**config.mk**
```make
export PLATFORM = sky130hd
export DESIGN_NAME = stg_1_if
export DESIGN_NICKNAME = d
export VERILOG_FILES = /design/src/rtl/stg_1_if.sv
export SDC_FILE = /design/constraint.sdc
export NUM_CORES = 1
export LEC_CHECK = 0
export ABC_AREA = 1
export ABC_CLOCK_PERIOD_IN_PS = 2500
export CORE_MARGIN = 1
export CORE_UTILIZATION = 31
export CTS_BUF_LIST = sky130_fd_sc_hd__clkbuf_8 sky130_fd_sc_hd__clkbuf_16
export DETAILED_ROUTE_END_ITERATION = 16
export SYNTH_ARGS = -nofsm -noshare
export SYNTH_HDL_FRONTEND = slang
export SYNTH_SLANG_ARGS = --single-unit
```
**constraint.sdc**
```tcl
create_clock -name sys_clock -period 2.5 [get_ports sys_clock]
set_input_delay 0.25 -clock sys_clock [delete_from_list [all_inputs] [get_ports sys_clock]]
set_output_delay 0.25 -clock sys_clock [all_outputs]
set_load 0.005 [all_outputs]
```
**src/rtl/stg_1_if.sv**
```systemverilog
// Instruction-fetch stage: PC, credit-limited imem requests, prefetch FIFO and IF->ID register.
// Define IF_PERF_CNT_EN to add the perf_bubbles / perf_stalls counter outputs.
module stg_1_if #(
  parameter int unsigned        INSTR_W    = 32,
  parameter int unsigned        PC_W       = 16,
  parameter int unsigned        PC_STEP    = 4,
  parameter logic [PC_W-1:0]    RESET_PC   = '0,
  parameter int unsigned        FIFO_DEPTH = 2,
  parameter logic [INSTR_W-1:0] NOP_INSTR  = '0
) (
  input  logic               sys_clock,
  input  logic               reset_n,
  input  logic               s_id_stall,
  input  logic               s_redirect,
  input  logic [PC_W-1:0]    s_redirect_pc,
  output logic               imem_req_valid,
  input  logic               imem_req_ready,
  output logic [PC_W-1:0]    imem_addr,
  input  logic               imem_resp_valid,
  input  logic [INSTR_W-1:0] imem_resp_data,
  output logic [INSTR_W-1:0] r_id_instr,
  output logic [PC_W-1:0]    r_id_pc,
  output logic               r_id_valid
`ifdef IF_PERF_CNT_EN
  ,
  output logic [31:0]        perf_bubbles,
  output logic [31:0]        perf_stalls
`endif
);

  localparam int unsigned      PTR_W   = $clog2(FIFO_DEPTH);
  localparam int unsigned      CNT_W   = PTR_W + 1;
  localparam logic [CNT_W-1:0] DEPTH_C = CNT_W'(FIFO_DEPTH);
  localparam logic [CNT_W-1:0] ONE_C   = CNT_W'(1);
  localparam logic [PTR_W-1:0] PTR_ONE = PTR_W'(1);

  logic [PC_W-1:0]    pc_q, pc_d;
  logic [CNT_W-1:0]   count_q, count_d;
  logic [CNT_W-1:0]   outstanding_q, outstanding_d;
  logic [CNT_W-1:0]   discard_q, discard_d;
  logic [PTR_W-1:0]   alloc_ptr_q, fill_ptr_q, rd_ptr_q;
  logic               run_q;
  logic [INSTR_W-1:0] fifo_data_q [FIFO_DEPTH];
  logic [PC_W-1:0]    fifo_pc_q   [FIFO_DEPTH];
  logic [INSTR_W-1:0] id_instr_q;
  logic [PC_W-1:0]    id_pc_q;
  logic               id_valid_q;

  logic [CNT_W:0]     credit_sum;
  logic               req_fire;
  logic               resp_drop;
  logic               push;
  logic               pop;

  // Stale responses from before a redirect still hold a credit until they return.
  assign credit_sum     = {1'b0, count_q} + {1'b0, outstanding_q};
  assign imem_req_valid = run_q && !s_redirect && (credit_sum < {1'b0, DEPTH_C});
  assign imem_addr      = pc_q;
  assign req_fire       = imem_req_valid && imem_req_ready;
  assign resp_drop      = s_redirect || (discard_q != '0);
  assign push           = imem_resp_valid && !resp_drop;
  assign pop            = !s_id_stall && !s_redirect && (count_q != '0);

  always_comb begin
    // NOTE: every *_d is given its hold value first so no path leaves one unassigned (no latch).
    pc_d          = pc_q;
    count_d       = count_q;
    outstanding_d = outstanding_q;
    discard_d     = discard_q;

    if (req_fire) pc_d = pc_q + PC_W'(PC_STEP);

    case ({req_fire, imem_resp_valid})
      2'b10:   outstanding_d = outstanding_q + ONE_C;
      2'b01:   outstanding_d = outstanding_q - ONE_C;
      default: outstanding_d = outstanding_q;
    endcase

    case ({push, pop})
      2'b10:   count_d = count_q + ONE_C;
      2'b01:   count_d = count_q - ONE_C;
      default: count_d = count_q;
    endcase

    if (imem_resp_valid && (discard_q != '0)) discard_d = discard_q - ONE_C;

    // Redirect wins: everything still in flight after this cycle is stale.
    if (s_redirect) begin
      pc_d      = s_redirect_pc;
      count_d   = '0;
      discard_d = outstanding_d;
    end
  end

  always_ff @(posedge sys_clock or negedge reset_n) begin
    if (!reset_n) begin
      run_q         <= 1'b0;
      pc_q          <= RESET_PC;
      count_q       <= '0;
      outstanding_q <= '0;
      discard_q     <= '0;
      alloc_ptr_q   <= '0;
      fill_ptr_q    <= '0;
      rd_ptr_q      <= '0;
      id_instr_q    <= NOP_INSTR;
      id_pc_q       <= '0;
      id_valid_q    <= 1'b0;
      // NOTE: the prefetch storage is a handful of flops, so it is reset too and never holds X.
      for (int i = 0; i < FIFO_DEPTH; i++) begin
        fifo_data_q[i] <= '0;
        fifo_pc_q[i]   <= '0;
      end
    end else begin
      // NOTE: state is updated only with non-blocking assignments so every flop samples pre-edge values.
      run_q         <= 1'b1;
      pc_q          <= pc_d;
      count_q       <= count_d;
      outstanding_q <= outstanding_d;
      discard_q     <= discard_d;

      if (s_redirect) begin
        alloc_ptr_q <= '0;
        fill_ptr_q  <= '0;
        rd_ptr_q    <= '0;
      end else begin
        // A slot's PC is captured at request time; its data lands there when the response returns.
        if (req_fire) begin
          fifo_pc_q[alloc_ptr_q] <= pc_q;
          alloc_ptr_q            <= alloc_ptr_q + PTR_ONE;
        end
        if (push) begin
          fifo_data_q[fill_ptr_q] <= imem_resp_data;
          fill_ptr_q              <= fill_ptr_q + PTR_ONE;
        end
        if (pop) rd_ptr_q <= rd_ptr_q + PTR_ONE;
      end

      if (s_redirect) begin
        id_instr_q <= NOP_INSTR;
        id_valid_q <= 1'b0;
      end else if (!s_id_stall) begin
        if (count_q != '0) begin
          id_instr_q <= fifo_data_q[rd_ptr_q];
          id_pc_q    <= fifo_pc_q[rd_ptr_q];
          id_valid_q <= 1'b1;
        end else begin
          id_instr_q <= NOP_INSTR;
          id_valid_q <= 1'b0;
        end
      end
    end
  end

  assign r_id_instr = id_instr_q;
  assign r_id_pc    = id_pc_q;
  assign r_id_valid = id_valid_q;

  no_fifo_overflow : assert property (@(posedge sys_clock) disable iff (!reset_n)
    !(push && (count_q == DEPTH_C)));

`ifdef IF_PERF_CNT_EN
  logic [31:0] perf_bubbles_q;
  logic [31:0] perf_stalls_q;
  logic        bubble_load;

  assign bubble_load = !s_id_stall && !s_redirect && (count_q == '0);

  always_ff @(posedge sys_clock or negedge reset_n) begin
    if (!reset_n) begin
      perf_bubbles_q <= '0;
      perf_stalls_q  <= '0;
    end else begin
      if (bubble_load && (perf_bubbles_q != '1)) perf_bubbles_q <= perf_bubbles_q + 32'd1;
      if (s_id_stall && (perf_stalls_q != '1))   perf_stalls_q  <= perf_stalls_q + 32'd1;
    end
  end

  assign perf_bubbles = perf_bubbles_q;
  assign perf_stalls  = perf_stalls_q;
`endif

endmodule
```
Yosys cells after proc, flatten, opt, wreduce, memory -nomap -nowiden

Cells that the tools add are included.

Bitwise gates (word level): 5
Reductions and logical operators: 23
Add/subtract/negate cells: 10
Muxes and demuxes: 31
Multipliers: 0
Magnitude comparators: 6
Div/mod/pow operators: 0
Shifts and indexed selects: 0
Equality and inequality tests: 5

Operator list:

| operator                                                                      | number |
|---|---|
| 32-bit two-way mux                                                            | 7 |
| 16-bit two-way mux                                                            | 6 |
| 64-bit bitwise mux                                                            | 1 |
| 32-bit bitwise mux                                                            | 1 |
| 32-bit demux with 1-bit select                                                | 1 |
| 16-bit by 3-bit adder with 16-bit output (second input constant)              | 1 |
| 16-bit demux with 1-bit select                                                | 1 |
| 2-bit nonzero test                                                            | 6 |
| 1-bit logical AND                                                             | 9 |
| 1-bit two-way mux                                                             | 9 |
| 2-bit case mux with 2 select lines                                            | 2 |
| 2-bit greater-or-equal comparator (second input constant)                     | 3 |
| 2-bit two-way mux                                                             | 3 |
| 1-bit inverter with 2-bit output                                              | 3 |
| 2-bit by 1-bit subtractor with 2-bit output (second input constant)           | 3 |
| 2-bit by 1-bit adder with 2-bit output (second input constant)                | 2 |
| 2-bit by 1-bit equality test with 1-bit output (second input constant)        | 2 |
| 2-bit equality test (second input constant)                                   | 2 |
| 2-bit by 1-bit less-than comparator with 1-bit output (second input constant) | 2 |
| 2-bit AND reduction                                                           | 2 |
| 1-bit adder (second input constant)                                           | 3 |
| 2-bit by 2-bit adder with 3-bit output                                        | 1 |
| 1-bit logical NOT                                                             | 3 |
| 3-bit by 2-bit less-than comparator with 1-bit output (second input constant) | 1 |
| 5 further kinds                                                               | 6 |

Bits of input ports: 54
Logic and storage cells: 95
Output and inout bits: 66
Bits in registers: 171
Memory bits (writable): 0
Latch bits: 0
Bits in read-only memories: 0
Memories: 0

Depth between registers and ports, before layout

Gate-level depths: netlist of the first run.

Depth in word-level cells: 7
Mapped depth: 12
Depth with buffers taken out: 12

Worst setup path after synthesis of the first run

Ideal clock, no wire load.

Path type: reg2reg
Start: register outstanding_q[0]
End: register discard_q[1]
Period minus slack after synthesis: 2.141 ns
Path slack: 0.359 ns
Arrival time: 2.021 ns
Library setup time: 0.120 ns
Stages on the path, launching flop included: 12
Path through: dfrtp_1 -> nand2_1 -> inv_1 -> fa_1 -> nor2_2 -> nand4_2 -> ha_1 -> inv_1 -> nand3_1 -> xnor2_1 -> nand2_1 -> nand2_1

Longest elaborated chain between the ends: 7
Elaborated cells on any way between the ends: 10

Ends and longest elaborated chain:

| what                                                                                         | line | RTL |
|---|---|---|
| start, declared                                                                              | 39   | `logic [CNT_W-1:0] outstanding_q, outstanding_d;` |
| start signal, assigned                                                                       | 118  | `outstanding_q <= outstanding_d;` |
| 2-bit by 2-bit adder with 3-bit output                                                       | 56   | `assign credit_sum = {1'b0, count_q} + {1'b0, outstanding_q};` |
| 3-bit by 2-bit less-than comparator with 1-bit output                                        | 57   | `assign imem_req_valid = run_q && !s_redirect && (credit_sum < {1'b0, DEPTH_C});` |
| 1-bit logical AND                                                                            | 57   |  |
| 1-bit logical AND                                                                            | 59   | `assign req_fire = imem_req_valid && imem_req_ready;` |
| 2-bit by 1-bit equality test with 1-bit output / 2-bit equality test (equally long branches) | 73   | `case ({req_fire, imem_resp_valid})` |
| 2-bit case mux with 2 select lines *                                                         | 73   |  |
| via outstanding_d[1]                                                                         | 39   |  |
| 2-bit two-way mux *                                                                          | 88   | `if (s_redirect) begin` |
| end signal, assigned                                                                         | 119  | `discard_q <= discard_d;` |
| end, declared                                                                                | 40   | `logic [CNT_W-1:0] discard_q, discard_d;` |

Mark *: on every way through the listed nets, which the timed path passes. The rest lies on a longest branch.
A chain may end at the register's enable or synchronous reset.

Worst setup path after layout of the first run

Start: register outstanding_q[0]
End: output port imem_req_valid

Longest elaborated chain between the ends: 3

Ends and longest elaborated chain:

| what                                                  | line | RTL |
|---|---|---|
| 2-bit by 2-bit adder with 3-bit output                | 56   |  |
| 3-bit by 2-bit less-than comparator with 1-bit output | 57   |  |
| 1-bit logical AND                                     | 57   |  |
| end, declared                                         | 16   | `output logic imem_req_valid,` |

Every way passes these cells.

==> out/summary.md, run 1 <==
The run finished with clean final reports. The tools report the post-layout total power as 9900 uW. The later pin in the worst-skew pair is clocked with a latency of 0.43 ns.

Summed over all failing endpoints, the final setup total negative slack is 0 ns. The setup slack of the worst register-to-register path is 0.37 ns, and the data arrival time of the worst path is 1.97 ns. Tracing the worst setup path back leads to its startpoint at outstanding_q[0]$_DFF_PN0_. The H-tree was split into 4 levels. On the final layout, the worst hold slack is 0.359 ns.

The tools report the max-slew violation count as 0. Walking the worst path, the cells encountered are nand2_1 > inv_1 > fa_1 > nor2_2 > nand3_4 > inv_1 > dlygate4sd2_1. After layout, the minimum clock period comes to 2.22 ns.

The relative slew slack is 60.4%, and the total number of yosys warnings is 0. IR analysis of the VDD net gives a maximum drop of 364 uV. For this configuration, the core starts out at a cell density of 31.6%. The run gives 390 as the starting DRC count in detailed routing. The most critical setup path has its endpoint at imem_req_valid. In this run the deepest clock path goes through 2 buffers. Largest delay contributor family on the critical path: adder cells.

Relative to the synthesized area, the layout overhead comes to 29.0%. The number of fill cells in the layout came out at 2342. Setup slack closes at 0.280 ns. The highest net fanout along the worst path works out to 2. The tools report the endpoint of the worst register-to-register path as discard_q[1]$_DFFE_PN0P_.

The startpoint identified for the worst register-to-register timing path is outstanding_q[0]$_DFF_PN0_. The core area is 0.0234 mm2. Including well taps, the total number of placed cells is 1223. For this run, the detailed router's first-pass iteration total came to 5. Entering global routing, the biggest net connects 62 pins. The depth of the worst register-to-register path is 12.

The boundary pin count came out at 120. After clock tree synthesis, the clock-pin slew on the worst setup and hold paths is 0.07 ns. Average cell area after synthesis: 9.05 um2. The number of global-route vias before repair came out at 5601.

STA classifies the critical path startpoint as a flop. Cells with a size suffix above 1 make up 7.02% of the layout. Placed wire-length estimate: 12100 um. Highest-delay cell along the critical path: fa_1. The floorplan die area is 0.0245 mm2, and the placer congestion estimate is 0.804. The cell seen most often among critical-path stages was inv_1.

The worst setup path is of the flop to primary output kind. Across all layers, the routed design uses 5831 vias. Synthesis inferred 171 register bits.

For the total of max-cap violations, the log shows 0. Synthesis produced 817 cells. The highest achievable clock rate came out at 450 MHz.

The data required time at the worst endpoint was 2.25 ns; the proportion of synthesized chip area in sequential cells was 57.9%. After detailed routing, the number of remaining DRC violations is 0. Across every metal layer, demand over resource in global routing totals 15.7%.

First-pass GRT wire length: 29600 um. Summing every instance area after synthesis gives 0.00739 mm2. The cell chosen for the clock root was clkbuf_16. The worst path buffer plus inverter count is 3, and the final routed wire length divided by cell count is 14.2 um. The unique cell type count in the Yosys netlist was 31. The row count came out at 56. TritonCTS built the clock tree. Dividing total power by cell area gives a power density of 1040 mW/mm2. The total stage count of the critical path is 7.

Setup violations remaining at the end of the flow were counted as 0. The initial antenna violation count is 1. For the pin with the worst max-slew slack, the measured transition is 0.594 ns. The tools report the leftover overflow at the end of global routing as 0.

The final cell count without fillers is 1259, and the clock sink count is 171. The die boundary width is 156 um, and the hold violation count in the final report is 0. The total of buffers placed on input and output ports was 119. Measured along the y axis, the die boundary spans 156 um. OpenSTA, run right after detailed placement, puts the worst setup slack at 0.356 ns. The repair_antennas step left the layout with diodes totalling 0. The worst setup path is captured at a primary output. The leakage power of the design came out at 0.00440 uW.

Setup repair after global routing left no endpoint under its margin. For the total wire length after detailed routing, the log shows 17900 um. The portion of the clock cycle consumed by the worst path in the final layout works out to 88.8%. The clock skew is 0.00721 ns, and the number of buffers added by the clock tree synthesis step is 17.

The worst hold path belongs to the class input port to asynchronous set/reset pin. The count of nets left with antenna violations once routing finished came out at 0. For this run, the post-layout net count is 986. In this design, the stage delay of the slowest critical-path cell is 0.44 ns. After detailed routing, the number of vias per cell comes to 4.63.

The number of nets in the synthesized netlist is 875.
==> final cells by class <==
cell class / count / area (um2) / area share, %
inverters: 72 / 270 / 2.83
well taps: 319 / 399 / 4.18
flip-flops and latches: 171 / 4280 / 44.9
clock inverters: 12 / 138 / 1.44
clock buffers: 19 / 453 / 4.75
multi-input cells: 529 / 2620 / 27.5
repair buffers: 137 / 1380 / 14.5
==> cells by family after synthesis <==
logic type,share of synthesized area (%)
mux,3.11
fa+ha+maj,0.778
compound gates,11.4
xor+xnor,0.711
flops,57.9
other cells,0.0507
buf+inv,6.75
simple gates,19.3
==> cell usage after synthesis <==
cell type / number / area (um2)
nand2_1: 210 / 788
dfrtp_1: 171 / 4280
o21ai_0: 89 / 445
inv_1: 68 / 255
nand3_1: 66 / 330
nor2_1: 46 / 173
o21ai_1: 40 / 200
buf_2: 27 / 135
mux2i_1: 23 / 230
a31oi_1: 17 / 106
o31ai_1: 9 / 67.6
clkbuf_1: 8 / 30.0
buf_4: 7 / 52.6
nand4_1: 5 / 31.3
inv_2: 4 / 15.0
xor2_1: 4 / 35.0
buf_1: 3 / 11.3
ha_1: 3 / 37.5
a22oi_1: 2 / 15.0
nand2_2: 2 / 12.5
nand2_4: 2 / 22.5
xnor2_1: 2 / 17.5
conb_1: 1 / 3.75
fa_1: 1 / 20.0
nand3_4: 1 / 17.5
nand4_2: 1 / 12.5
nor2_2: 1 / 6.26
nor2_4: 1 / 11.3
nor2_8: 1 / 20.0
nor3_1: 1 / 5.00
o21bai_1: 1 / 7.51
==> stage by stage <==
stage	cell area, um2	util [%]
final	9540	40.8
after global routing	9540	40.8
after CTS	9540	40.8
after detailed placement	8910	38.1
after global placement	8910	38.1
after floorplan	7390	-
==> power breakdown <==
part           internal [uW]  switching (uW)  total, uW
Sequential              3780             609       4390
Clock                   1530            1120       2640
Combinational           1410            1460       2870
Total                   6720            3180       9900
==> cells in the final DEF, fill, tap and decap left out, types with 5 or more instances in the layout <==
cell	count
a31oi_1	17
dfrtp_1	169
nand4_1	5
o21ai_1	40
nand2_1	208
o31ai_1	9
clkinvlp_4	5
clkdlybuf4s50_1	117
nand3_1	66
nor2_1	46
buf_4	13
clkbuf_16	17
mux2i_1	23
o21ai_0	89
inv_1	68
==> sequential cells by signal, indices dropped and copies added, names as in the netlist, 2 cells and up <==
| signal | flops |
|---|---|
| fifo_data_q | 64 |
| fifo_pc_q | 32 |
| r_id_instr | 32 |
| imem_addr | 16 |
| r_id_pc | 16 |
| count_q | 2 |
| discard_q | 2 |
| outstanding_q | 2 |
==> how the worst min path moves through the flow <==
stage,to
2_1_floorplan,alloc_ptr_q$_DFFE_PN0P_
3_3_place_gp,fifo_data_q[15]$_DFFE_PN0P_
3_5_place_dp,r_id_instr[15]$_DFFE_PN0P_
4_1_cts,r_id_instr[15]$_DFFE_PN0P_
5_1_grt,fifo_data_q[56]$_DFFE_PN0P_
6_report,r_id_instr[15]$_DFFE_PN0P_
==> what timing repair did <==
action | 4_1_cts | 5_1_grt
endpoints found under the setup margin | 1 | 0
hold endpoints to repair | 59 | 0
hold buffers | 1 | 0
resized for setup | 2 | 0
buffers inserted | 4 | 0
==> per-layer routing <==
layer | GRT usage, % | vias to the layer above | wire length, um
li1 | - | 2887 | -
met1 | 21.5 | 2807 | 8520
met2 | 24.3 | 114 | 8280
met3 | 3.38 | 21 | 748
met4 | 5.65 | 2 | 304
met5 | 0 | - | 15
Note: power is estimated with default switching activity, not from simulation.
==> run 2, diff against run 1 <==
SLEW_MARGIN = 20   (was default)
==> results of run 2 <==
Final layout, timing and power as in run 1 (identical DEF).
==> run 3, diff against run 2 <==
SKIP_LAST_GASP = 1   (was default)
==> results of run 3 <==
Final layout, timing and power as in run 1 (identical DEF).
